### config.mk
export PLATFORM = sky130hd
export DESIGN_NAME = display_scan_mux
export DESIGN_NICKNAME = d
export VERILOG_FILES = /design/src/rtl/display_scan_mux.sv
export SDC_FILE = /design/constraint.sdc
export NUM_CORES = 1
export LEC_CHECK = 0
export ABC_AREA = 1
export BUFFER_PORTS_ARGS = -buffer_cell sky130_fd_sc_hd__buf_2
export CAP_MARGIN = 10
export CORE_MARGIN = 4
export CORE_UTILIZATION = 39
export DETAILED_ROUTE_END_ITERATION = 10
export SYNTH_ARGS = -nofsm -noshare
export SYNTH_HDL_FRONTEND = slang
export SYNTH_SLANG_ARGS = --single-unit
### constraint.sdc
create_clock -name clk -period 2.3 [get_ports clk]
set_input_delay 0.69 -clock clk [delete_from_list [all_inputs] [get_ports clk]]
set_output_delay 0.69 -clock clk [all_outputs]
set_load 0.01 [all_outputs]
### src/rtl/display_scan_mux.sv
// Multiplexed scan driver for a common-anode digit display: shadow-buffered digits,
// per-slot blanking, active-low anodes/dp, and a once-per-frame update handshake.
module display_scan_mux #(
    parameter int NUM_DIGITS   = 8,
    parameter int REFRESH_DIV  = 100000,
    parameter int BLANK_CYCLES = 1000
) (
    input  logic                    clk,
    input  logic                    reset,
    input  logic [4*NUM_DIGITS-1:0] digits_in,
    input  logic [NUM_DIGITS-1:0]   dp_in,
    input  logic [NUM_DIGITS-1:0]   digit_en,
    input  logic                    update_req,
    output logic                    update_ack,
    output logic [3:0]              digit_out,
    output logic                    dp_n,
    output logic [NUM_DIGITS-1:0]   anode,
    output logic                    frame_start,
    output logic                    dbg_state_o
);

    localparam int IW = (NUM_DIGITS > 1) ? $clog2(NUM_DIGITS) : 1;
    localparam int CW = $clog2(REFRESH_DIV);
    localparam logic [IW-1:0] LAST_IDX  = IW'(NUM_DIGITS - 1);
    localparam logic [CW-1:0] BLANK_END = CW'(BLANK_CYCLES - 1);
    localparam logic [CW-1:0] SLOT_END  = CW'(REFRESH_DIV - 1);

    typedef enum logic {BLANK = 1'b0, ON = 1'b1} state_t;

    state_t                  state_q, state_d;
    logic [IW-1:0]           idx_q, idx_d;
    logic [CW-1:0]           cnt_q, cnt_d;
    logic [4*NUM_DIGITS-1:0] sh_dig_q, sh_dig_d;
    logic [NUM_DIGITS-1:0]   sh_dp_q, sh_dp_d;
    logic [NUM_DIGITS-1:0]   sh_en_q, sh_en_d;

    logic                    load;
    logic [3:0]              sel_dig;
    logic                    lit;
    logic [3:0]              digit_out_d;
    logic                    dp_n_d;
    logic [NUM_DIGITS-1:0]   anode_d;
    logic                    frame_start_d;

    assign dbg_state_o = state_q;

    // Loads happen only at the edge closing the frame_start cycle, so a frame never tears.
    assign load = frame_start & update_req;

    always_comb begin
        state_d  = state_q;
        idx_d    = idx_q;
        cnt_d    = cnt_q + 1'b1;
        sh_dig_d = sh_dig_q;
        sh_dp_d  = sh_dp_q;
        sh_en_d  = sh_en_q;
        case (state_q)
            BLANK: begin
                if (cnt_q == BLANK_END) state_d = ON;
            end
            ON: begin
                if (cnt_q == SLOT_END) begin
                    cnt_d   = '0;
                    state_d = BLANK;
                    idx_d   = (idx_q == LAST_IDX) ? '0 : idx_q + 1'b1;
                end
            end
            default: state_d = BLANK;
        endcase
        if (load) begin
            sh_dig_d = digits_in;
            sh_dp_d  = dp_in;
            sh_en_d  = digit_en;
        end
    end

    // Outputs are decoded from next-state values so they register in step with the state.
    always_comb begin
        sel_dig       = sh_dig_d[{idx_d, 2'b00} +: 4];
        lit           = sh_en_d[idx_d] && (sel_dig <= 4'd9);
        digit_out_d   = lit ? sel_dig : 4'd0;
        anode_d       = '1;
        dp_n_d        = 1'b1;
        if (state_d == ON && lit) begin
            anode_d[idx_d] = 1'b0;
            dp_n_d         = ~sh_dp_d[idx_d];
        end
        frame_start_d = (state_d == BLANK) && (idx_d == '0) && (cnt_d == '0);
    end

    always_ff @(posedge clk) begin
        if (reset) begin
            state_q     <= BLANK;
            idx_q       <= '0;
            cnt_q       <= '0;
            sh_dig_q    <= '0;
            sh_dp_q     <= '0;
            sh_en_q     <= '0;
            anode       <= '1;
            digit_out   <= 4'd0;
            dp_n        <= 1'b1;
            update_ack  <= 1'b0;
            frame_start <= 1'b1;
        end else begin
            state_q     <= state_d;
            idx_q       <= idx_d;
            cnt_q       <= cnt_d;
            sh_dig_q    <= sh_dig_d;
            sh_dp_q     <= sh_dp_d;
            sh_en_q     <= sh_en_d;
            anode       <= anode_d;
            digit_out   <= digit_out_d;
            dp_n        <= dp_n_d;
            update_ack  <= load;
            frame_start <= frame_start_d;
        end
    end

endmodule

==> flow_summary.toml <==
[pwr]
leakagePower_nw = 2.47
p_int_w = 0.00233
p_clk_frac = 0.387
p_comb_frac = 0.117
power.share.sequential = 0.496
ir_drop_v = 0.000342
switching_power_w = 0.000772
switching_share = 0.249
power_density_nw_per_um2 = 632

[finish]
stdcell_count = 734
final_cell_mix = "120 x nand2_1, 92 x nor2_1, 77 x dfxtp_1"
syn_to_final_growth_pct = 22.5
layout_commonest_cell = "nand2_1"
drive_gt1_frac = 0.260
post-route-cell-area_um2 = 4910
n_antenna_cell = 0
nets = 650

[cts]
htree_levels = 3
numCtsBuffers = 9
cts_hold_buf = 0
cts_buffer_depth = 2
cts_sinks = 84
clock_latency_ns = 0.36
cts-root-buf = "clkbuf_8"
cts_tree = "built"
clk_pin_slew_ns = 0.09

[detailed_routing]
routed.top_layer = "met4"
drc = 0
dr_wl_met2_um = 4290
routed_wl_um = 9430
drtAntennaViolNets = 0
vias_per_cell = 4.73
via_count = 3474
firstDrtPassIters = 4
drt_iter0_drc = 134
routedWlPerCell_um = 12.8
wl_met1_um = 4500
wl_met3_um = 468

[yosys]
syn_nets = 567
ys.flop_type = "dfxtp_1"
ys_seq_elements = 84
yosysWarningCount = 0
synthCells = 513
async_flop_share = 0
ys_types = 35
synthesis.area_um2 = 4010
yosysSeqAreaShare = 0.420
synth-edff-count = 0
synth_area_per_cell_um2 = 7.81

[floorplanning]
start_util = 0.404
die_h_um = 109
io_pins = 67
fp.dieW_um = 109
rows = 36
coreArea_um2 = 9910
design.die.area_um2 = 12000

[sta]
whs_ns = 0.501
finalCriticalPeriod_ns = 2.09
relSlewSlack = 0.761
worstMarginPinSlew_ns = 0.355
finalHoldViolCount = 0
fmax_mhz = 479
finClkSkew_ns = 0.00960
setup_viol = 0
slew_viol_final = 0
setup_tns_ns = 0
post-route-period-util = 0.907
grt_setup_unrepaired = "yes"

[critical_path]
r2r_end = "digit_out[2]$_SDFF_PP0_"
endpoint = "digit_out[2]$_SDFF_PP0_"
r2r_slack_ns = 0.21
required_ns = 2.55
cp-start-kind = "flop"
setup.worst_path.start = "cnt_q[0]$_SDFF_PP0_"
cp_max_fo = 6
reg2reg_from = "cnt_q[0]$_SDFF_PP0_"
path_class = "reg -> reg"
crit_arrival_ns = 2.34
endpoint_kind = "flop"
rr_worst_depth = 16

[global_routing]
grt_first_pass_wirelength_um = 15700
grt_max_degree = 71
antenna_found_initial = 0
grtUsageTotal = 0.166
grt_overflow_total = 0
first_global_vias = 3390

[place]
gp_congestion = 0.896
placedCellCount = 714
io_buffers = 66
placedInstanceArea_um2 = 4550
dpl.hpwl_um = 7140

[flow_run]
drv_cap = 0

[worst_hold_path]
min_path_type = "reg -> reg"

[status]
outcome = "completed"
-- cell usage after synthesis, types with 5 or more instances --
cell type / number / share of area
nand2_1: 123 / 0.12
nor2_1: 97 / 0.091
dfxtp_1: 84 / 0.42
mux2i_1: 45 / 0.11
inv_1: 41 / 0.038
nand3_1: 28 / 0.035
nand4_1: 17 / 0.027
clkbuf_1: 7 / 0.0066
nand2_4: 6 / 0.017
nor2_2: 6 / 0.0094
o21ai_0: 5 / 0.0062
-- repair_timing --
item	4_1_cts	5_1_grt
setup endpoints to repair	0	14
setup buffers	0	2
resized for setup	0	27
-- sequential cells by signal (all words and copies together) (netlist names) --
name and count:
cnt_q 17, idx_q 3, sh_dig_q 32, sh_en_q 8, dbg_state_o 1, digit_out 4
frame_start 1, anode 8, dp_n 1, sh_dp_q 8, update_ack 1
-- metrics by stage --
step           setup WS (ns)  power [W]   util
6_report               0.213    0.00310  0.495
5_1_grt              -0.0194    0.00325  0.495
4_1_cts               0.0170    0.00313  0.483
3_5_place_dp        -0.00756    0.00192  0.460
3_3_place_gp          0.0164    0.00192  0.460
2_1_floorplan         0.0636    0.00180      -
-- layer usage --
metal	vias to the layer above	GRT usage
li1	1804	-
met1	1576	0.228
met2	81	0.258
met3	13	0.0317
met4	0	0.0641
met5	-	0
-- kinds of logic (layout without fill, tap and decap cells) --
group	Yosys count	after routing	share of synthesized area
simple gates	305	307	0.358
buf+inv	61	147	0.0725
compound gates	8	8	0.0122
flops	84	84	0.420
xor+xnor	7	7	0.0153
mux	45	45	0.112
fa+ha+maj	3	3	0.00937
-- how the worst min path moves through the flow --
stage                                  startpoint                 endpoint  slack, ns  cells after the start
final                       sh_dp_q[7]$_SDFF_PP0_    sh_dp_q[7]$_SDFF_PP0_       0.50                      2
after global routing        sh_dp_q[5]$_SDFF_PP0_    sh_dp_q[5]$_SDFF_PP0_       0.52                      2
after CTS                   sh_dp_q[7]$_SDFF_PP0_    sh_dp_q[7]$_SDFF_PP0_       0.51                      2
after detailed placement    sh_dp_q[7]$_SDFF_PP0_    sh_dp_q[7]$_SDFF_PP0_       0.49                      2
after global placement    sh_dig_q[22]$_SDFF_PP0_  sh_dig_q[22]$_SDFF_PP0_       0.47                      2
after floorplan           sh_dig_q[22]$_SDFF_PP0_  sh_dig_q[22]$_SDFF_PP0_       0.45                      2
-- power groups by stage --
stage	registers [W]	logic [W]	clock network, W
floorplan	0.00157	0.000238	0
detailed placement	0.00157	0.000355	0
global route	0.00154	0.000406	0.00130
CTS	0.00154	0.000356	0.00124
global placement	0.00157	0.000351	0
finish	0.00154	0.000361	0.00120
-- worst max-delay path, stage by stage (launching register included) --
cell,delay (ns)
dfxtp_2,0.36
ha_4,0.15
nand3_4,0.10
nor2_4,0.15
nand3_4,0.12
nor2_8,0.16
nand2_1,0.11
nand2_4,0.10
buf_4,0.14
nand2_1,0.05
nand2_1,0.08
nand2_1,0.06
nand2_1,0.08
inv_2,0.05
buf_4,0.14
nand3_4,0.08
nor2_1,0.04
-- final cells by class --
type                            instances  area, um^2
Clock buffer                           10         138
Inverter                               42         158
Clock inverter                          6        93.8
Fill cell                             980        5000
Sequential cell                        84        1690
Multi-Input combinational cell        370        2130
Timing Repair Buffer                   89         532
Tap cell                              133         166
Power figures use the tool's default switching activity.
